File: config.mk
export PLATFORM = sky130hd
export DESIGN_NAME = imem_loader_flat
export DESIGN_NICKNAME = d
export VERILOG_FILES = /design/src/rtl/imem_loader_if.sv /design/src/rtl/imem_loader.sv /design/src/flat_wrapper.sv
export SDC_FILE = /design/constraint.sdc
export NUM_CORES = 1
export LEC_CHECK = 0
export CELL_PAD_IN_SITES_DETAIL_PLACEMENT = 0
export CELL_PAD_IN_SITES_GLOBAL_PLACEMENT = 1
export CORE_ASPECT_RATIO = 1.1
export CORE_MARGIN = 2
export CORE_UTILIZATION = 40
export DETAILED_ROUTE_END_ITERATION = 16
export GPL_TIMING_DRIVEN = 1
export PLACE_DENSITY_LB_ADDON = 0.1
export RECOVER_POWER = 25
export SLEW_MARGIN = 40
export SYNTH_ARGS = -nofsm -noshare
export SYNTH_HDL_FRONTEND = slang
export SYNTH_SLANG_ARGS = --single-unit
export TNS_END_PERCENT = 20
File: constraint.sdc
create_clock -name clk -period 5.3 [get_ports clk]
set_clock_uncertainty 0.1 [all_clocks]
set_input_delay 0.795 -clock clk [delete_from_list [all_inputs] [get_ports clk]]
set_output_delay 0.795 -clock clk [all_outputs]
set_load 0.02 [all_outputs]
File: src/rtl/imem_loader_if.sv
// Byte-stream input and instruction-memory write bus of the program loader.
// The slave side is the loader itself; the master side feeds bytes and watches writes.
interface imem_loader_if;
   logic        Start;
   logic [7:0]  ByteIn;
   logic        ByteValid;
   logic        ByteReady;
   logic        WrEn;
   logic [31:0] WrAddress;
   logic [31:0] WrWord;
   logic        CpuReset;
   logic        Busy;
   logic        Done;
   logic        Error;

   modport master (
      output Start, ByteIn, ByteValid,
      input  ByteReady, WrEn, WrAddress, WrWord, CpuReset, Busy, Done, Error
   );

   modport slave (
      input  Start, ByteIn, ByteValid,
      output ByteReady, WrEn, WrAddress, WrWord, CpuReset, Busy, Done, Error
   );
endinterface

File: src/rtl/imem_loader.sv
// Loads a program image (16-bit word count, then MSB-first words) from a byte stream
// into instruction memory, holding the CPU in reset until the image is complete.
module imem_loader #(
   parameter int          MEM_WORDS = 64,
   parameter logic [31:0] BASE_ADDR = 32'h0000_0000
) (
   input  logic         clk,
   input  logic         reset,
   imem_loader_if.slave bus
);

   typedef enum logic [2:0] {
      IDLE,
      HDR_HI,
      HDR_LO,
      DATA,
      WRITE,
      DONE,
      ERR
   } state_t;

   state_t      stateQ, stateD;
   logic [15:0] countQ, countD;
   logic [15:0] wordCntQ, wordCntD;
   logic [1:0]  byteIdxQ, byteIdxD;
   logic [23:0] shiftQ, shiftD;
   logic [31:0] wrAddrQ, wrAddrD;
   logic [31:0] wrWordQ, wrWordD;
   logic        readyQ, readyD;
   logic        wrEnQ, wrEnD;
   logic        cpuRstQ, cpuRstD;
   logic        busyQ, busyD;
   logic        doneQ, doneD;
   logic        errQ, errD;

   logic        accept;
   logic [15:0] hdrCount;
   logic [15:0] nextWordCnt;

   assign accept      = bus.ByteValid & readyQ;
   assign hdrCount    = {countQ[15:8], bus.ByteIn};
   assign nextWordCnt = wordCntQ + 16'd1;

   always_ff @(posedge clk or posedge reset) begin
      if (reset) begin
         stateQ   <= IDLE;
         countQ   <= '0;
         wordCntQ <= '0;
         byteIdxQ <= '0;
         shiftQ   <= '0;
         wrAddrQ  <= BASE_ADDR;
         wrWordQ  <= '0;
         readyQ   <= 1'b0;
         wrEnQ    <= 1'b0;
         cpuRstQ  <= 1'b0;
         busyQ    <= 1'b0;
         doneQ    <= 1'b0;
         errQ     <= 1'b0;
      end else begin
         stateQ   <= stateD;
         countQ   <= countD;
         wordCntQ <= wordCntD;
         byteIdxQ <= byteIdxD;
         shiftQ   <= shiftD;
         wrAddrQ  <= wrAddrD;
         wrWordQ  <= wrWordD;
         readyQ   <= readyD;
         wrEnQ    <= wrEnD;
         cpuRstQ  <= cpuRstD;
         busyQ    <= busyD;
         doneQ    <= doneD;
         errQ     <= errD;
      end
   end

   // Outputs are registered from the next state so they line up with the state register.
   always_comb begin
      stateD   = stateQ;
      countD   = countQ;
      wordCntD = wordCntQ;
      byteIdxD = byteIdxQ;
      shiftD   = shiftQ;
      wrAddrD  = wrAddrQ;
      wrWordD  = wrWordQ;
      cpuRstD  = cpuRstQ;
      doneD    = doneQ;
      errD     = errQ;

      case (stateQ)
         IDLE, DONE, ERR: begin
            if (bus.Start) begin
               stateD   = HDR_HI;
               doneD    = 1'b0;
               errD     = 1'b0;
               cpuRstD  = 1'b1;
               wordCntD = '0;
            end
         end
         HDR_HI: begin
            if (accept) begin
               countD = {bus.ByteIn, countQ[7:0]};
               stateD = HDR_LO;
            end
         end
         HDR_LO: begin
            if (accept) begin
               countD   = hdrCount;
               byteIdxD = '0;
               if (hdrCount == 16'd0) begin
                  stateD  = DONE;
                  doneD   = 1'b1;
                  cpuRstD = 1'b0;
               end else if (hdrCount > 16'(MEM_WORDS)) begin
                  stateD = ERR;
                  errD   = 1'b1;
               end else begin
                  stateD = DATA;
               end
            end
         end
         DATA: begin
            if (accept) begin
               shiftD   = {shiftQ[15:0], bus.ByteIn};
               byteIdxD = byteIdxQ + 2'd1;
               if (byteIdxQ == 2'd3) begin
                  stateD  = WRITE;
                  wrWordD = {shiftQ, bus.ByteIn};
                  wrAddrD = BASE_ADDR + {14'd0, wordCntQ, 2'b00};
               end
            end
         end
         WRITE: begin
            wordCntD = nextWordCnt;
            if (nextWordCnt == countQ) begin
               stateD  = DONE;
               doneD   = 1'b1;
               cpuRstD = 1'b0;
            end else begin
               stateD = DATA;
            end
         end
         default: stateD = IDLE;
      endcase

      readyD = (stateD == HDR_HI) || (stateD == HDR_LO) || (stateD == DATA);
      wrEnD  = (stateD == WRITE);
      busyD  = readyD || (stateD == WRITE);
   end

   assign bus.ByteReady = readyQ;
   assign bus.WrEn      = wrEnQ;
   assign bus.WrAddress = wrAddrQ;
   assign bus.WrWord    = wrWordQ;
   assign bus.CpuReset  = cpuRstQ;
   assign bus.Busy      = busyQ;
   assign bus.Done      = doneQ;
   assign bus.Error     = errQ;

endmodule

File: src/flat_wrapper.sv
// flat-port wrapper written by rule: the top's interface ports become plain ports
module imem_loader_flat 
#(
   parameter int          MEM_WORDS = 64,
   parameter logic [31:0] BASE_ADDR = 32'h0000_0000
)
  (clk, reset, bus_Start, bus_ByteIn, bus_ByteValid, bus_ByteReady, bus_WrEn, bus_WrAddress, bus_WrWord, bus_CpuReset, bus_Busy, bus_Done, bus_Error);
  imem_loader_if bus_i ();
  input  logic clk;
  input  logic reset;
  input wire logic [$bits(bus_i.Start)-1:0] bus_Start;
  input wire logic [$bits(bus_i.ByteIn)-1:0] bus_ByteIn;
  input wire logic [$bits(bus_i.ByteValid)-1:0] bus_ByteValid;
  output wire logic [$bits(bus_i.ByteReady)-1:0] bus_ByteReady;
  output wire logic [$bits(bus_i.WrEn)-1:0] bus_WrEn;
  output wire logic [$bits(bus_i.WrAddress)-1:0] bus_WrAddress;
  output wire logic [$bits(bus_i.WrWord)-1:0] bus_WrWord;
  output wire logic [$bits(bus_i.CpuReset)-1:0] bus_CpuReset;
  output wire logic [$bits(bus_i.Busy)-1:0] bus_Busy;
  output wire logic [$bits(bus_i.Done)-1:0] bus_Done;
  output wire logic [$bits(bus_i.Error)-1:0] bus_Error;
  assign bus_i.Start = bus_Start;
  assign bus_i.ByteIn = bus_ByteIn;
  assign bus_i.ByteValid = bus_ByteValid;
  assign bus_ByteReady = bus_i.ByteReady;
  assign bus_WrEn = bus_i.WrEn;
  assign bus_WrAddress = bus_i.WrAddress;
  assign bus_WrWord = bus_i.WrWord;
  assign bus_CpuReset = bus_i.CpuReset;
  assign bus_Busy = bus_i.Busy;
  assign bus_Done = bus_i.Done;
  assign bus_Error = bus_i.Error;
  imem_loader #(.MEM_WORDS(MEM_WORDS), .BASE_ADDR(BASE_ADDR)) u_core (.clk(clk), .reset(reset), .bus(bus_i));
endmodule
==> results.ini <==
[place]
place_inst=805
io_buffer_count=65
gp_congestion=0.823
placed_area_um2=6210
hpwl_um=8550

[pwr]
total_power_mw=3.79
p_leak_nw=3.14
combPwrFrac_pct=34.1
p_per_area_nw_per_um2=563
internal_power_mw=2.48
power_switching_mw=1.31
vdd_drop_max_uv=248
clkPwrFrac_pct=27.6
swShare_pct=34.5
seqPwrFrac_pct=38.4

[cells_and_area]
regArea_um2=2880
final_nets=654
area_growth_pct=22.8
diodes=0
multi_input_area_um2=2390
final_util_pct=50.6
final_layout_size_suffix_gt1_share_pct=12.1
nFillCells=1310
final_cells=837
fin_area_um2=6740

[synthesis]
yosysMostFrequentCell=nand2_1
yosysUniqueCellTypes=62
synthTopCellsByArea=dfrtp_1 52%, nand2_1 15%, mux2_2 3.3%
ys_top_cells_by_count=213 x nand2_1, 115 x dfrtp_1, 25 x o21ai_0, 17 x buf_4
avgSynthCellArea_um2=9.39
synth_ff_type=dfrtp_1
async_reset_ff_share_pct=100
synthCells=584
synth_top_area_share_pct=52.5
synth_edf_count=0
synth_area_um2=5490
ys_ff_latch=115
yosys_warnings=0
ys_seq_area_share_pct=52.5
synth_top_cell_by_area=dfrtp_1

[critical_path]
path_cells=dlygate4sd3_1 > clkinvlp_2 > clkbuf_1
critPathMaxStageDelay_ns=1.28
critPathArrivalTime_ns=3.57
worst_setup_path_start_kind=input port
endpoint_kind=async pin
crit_buf_inv=3
cp_max_fo=35
crit_family=buffers and inverters
critPathRequiredTime_ns=5.41
crit_slowest_cell=clkbuf_1
path_class=in2async

[clocking]
htreeDepth=4
tritoncts=yes
cts_buffers=17
cts-resized-gates=0
cts_root_buffer=clkbuf_16
clock-sinks=115
clk_path_buf_depth=2
clk_latency_ns=0.41
ctsHoldBuffers=0
clkTransAtPathRegs_ns=0.05
postCtsSetupBuffers=0

[job]
cap_violations=2

[floorplanning]
rows=44
die_h_um=127
ios=82
initial_core_util_pct=41.2
die_w_um=116
die_area_um2=14700
fp.coreArea_um2=13300

[sta]
worst_pin_slew_ns=1.66
rsz0062_at_grt=no
tns_ns=0
slew_violations=68
finalHoldViolCount=0
fin_crit_sh_pct=65.1
slew_headroom_pct=-10.8
setup_viol=0
clock.fmax_mhz=290
fin_crit_ns=3.45

[status]
failed_checks=capacitance limit, slew limit
outcome=complete, but fails checks

[grt]
antenna_found_initial=0
grt_max_degree=52
grt_pass1_vias=3952
grt_use_total_pct=18.6
grt_pass1_wl_um=21000
overflow=0

[routing]
wl_per_cell_um=15.2
ant_nets=0
drc=0
drt-vias-per-instance=4.94
routed_wl_um=12700
drt-initial-drc-count=226
firstDrtPassIters=5
vias=4131

[hold_path]
min_path_type=reg2reg

[registers in the layout, indices dropped and copies added, names as in the netlist, 2 cells and up]
name / cells
u_core.shiftQ: 24
u_core.bus.WrWord: 32
u_core.byteIdxQ: 2
u_core.wordCntQ: 16
u_core.stateQ: 3
u_core.bus.WrAddress: 16
u_core.countQ: 16
[cells in the final DEF (no fill, tap or decap), types with 4 or more instances in the layout]
| cell | instances |
|---|---|
| nand3_1 | 14 |
| and4_1 | 4 |
| conb_1 | 16 |
| nand2_1 | 212 |
| a21oi_1 | 9 |
| nor3_1 | 6 |
| nor2b_1 | 11 |
| clkdlybuf4s50_1 | 63 |
| nand4_1 | 10 |
| mux2_2 | 16 |
| buf_4 | 4 |
| dfrtp_1 | 115 |
| a31o_2 | 9 |
| clkbuf_1 | 7 |
| xnor2_1 | 16 |
| clkbuf_16 | 17 |
| nand2b_1 | 6 |
| and3_1 | 5 |
| o21ai_0 | 26 |
| nor2_1 | 12 |
| clkinvlp_4 | 5 |
[worst register-to-register path, delay by kind of cell (launching register included)]
family,cells,cell delay (ns)
DFF,1,0.45
buffers and inverters,3,1.73
and+or+nand+nor,5,0.75
[layer usage]
layer / vias up / wire, um / share of wire [%] / global-route usage, %
li1: 2032 / - / - / -
met1: 1988 / 6100 / 48 / 26.6
met2: 93 / 5970 / 47 / 27.5
met3: 18 / 501 / 3.9 / 4.68
met4: 0 / 157 / 1.2 / 6.30
met5: - / 0 / 0 / 0
[worst paths after layout]
check | depth (start not counted) | slack (ns) | endpoint | startpoint
max reg2reg | 8 | 2.21 | u_core.bus.WrWord[5] | u_core.stateQ[1]
min reg2reg | 2 | 0.37 | u_core.bus.WrWord[28] | u_core.shiftQ[20]
max in group clk | 8 | 1.87 | u_core.bus.WrWord[5] | bus_ByteValid
min | 2 | 0.37 | u_core.bus.WrWord[28] | u_core.shiftQ[20]
max | 3 | 1.85 | u_core.bus.WrWord[26] | reset
min in group asynchronous | 2 | 1.12 | u_core.shiftQ[9] | reset
[stage by stage]
step	setup slack [ns]	hold WS (ns)
final	1.85	0.366
after global routing	1.31	0.387
after CTS	2.40	0.368
after detailed placement	1.98	0.354
after global placement	2.02	0.354
after floorplan	1.36	0.339
[power by group through the flow]
stage	Sequential, mW	Combinational, mW	Clock (mW)
after floorplan	1.59	0.682	0
after global placement	1.46	1.29	0
after detailed placement	1.47	1.31	0
after CTS	1.46	1.31	1.07
after global routing	1.50	1.43	1.11
final	1.46	1.29	1.05
[cell families after synthesis]
group | after synthesis | synth area share [%]
XOR/XNOR | 20 | 3.44
adder cells (fa/ha/maj) | 2 | 0.456
AO/OA/AOI/OAI | 64 | 7.92
multiplexers | 18 | 3.65
AND/OR/NAND/NOR | 312 | 26.9
buffers and inverters | 52 | 5.13
other | 1 | 0.0684
flip-flops | 115 | 52.5
[layout make-up]
type	count	area share, %
Tap cell	184	3.42
Inverter	3	0.223
Clock inverter	9	1.23
Sequential cell	115	42.7
Multi-Input combinational cell	432	35.4
Timing Repair Buffer	71	10.2
Clock buffer	23	6.80
No activity file was read; power rests on OpenSTA's default activity.
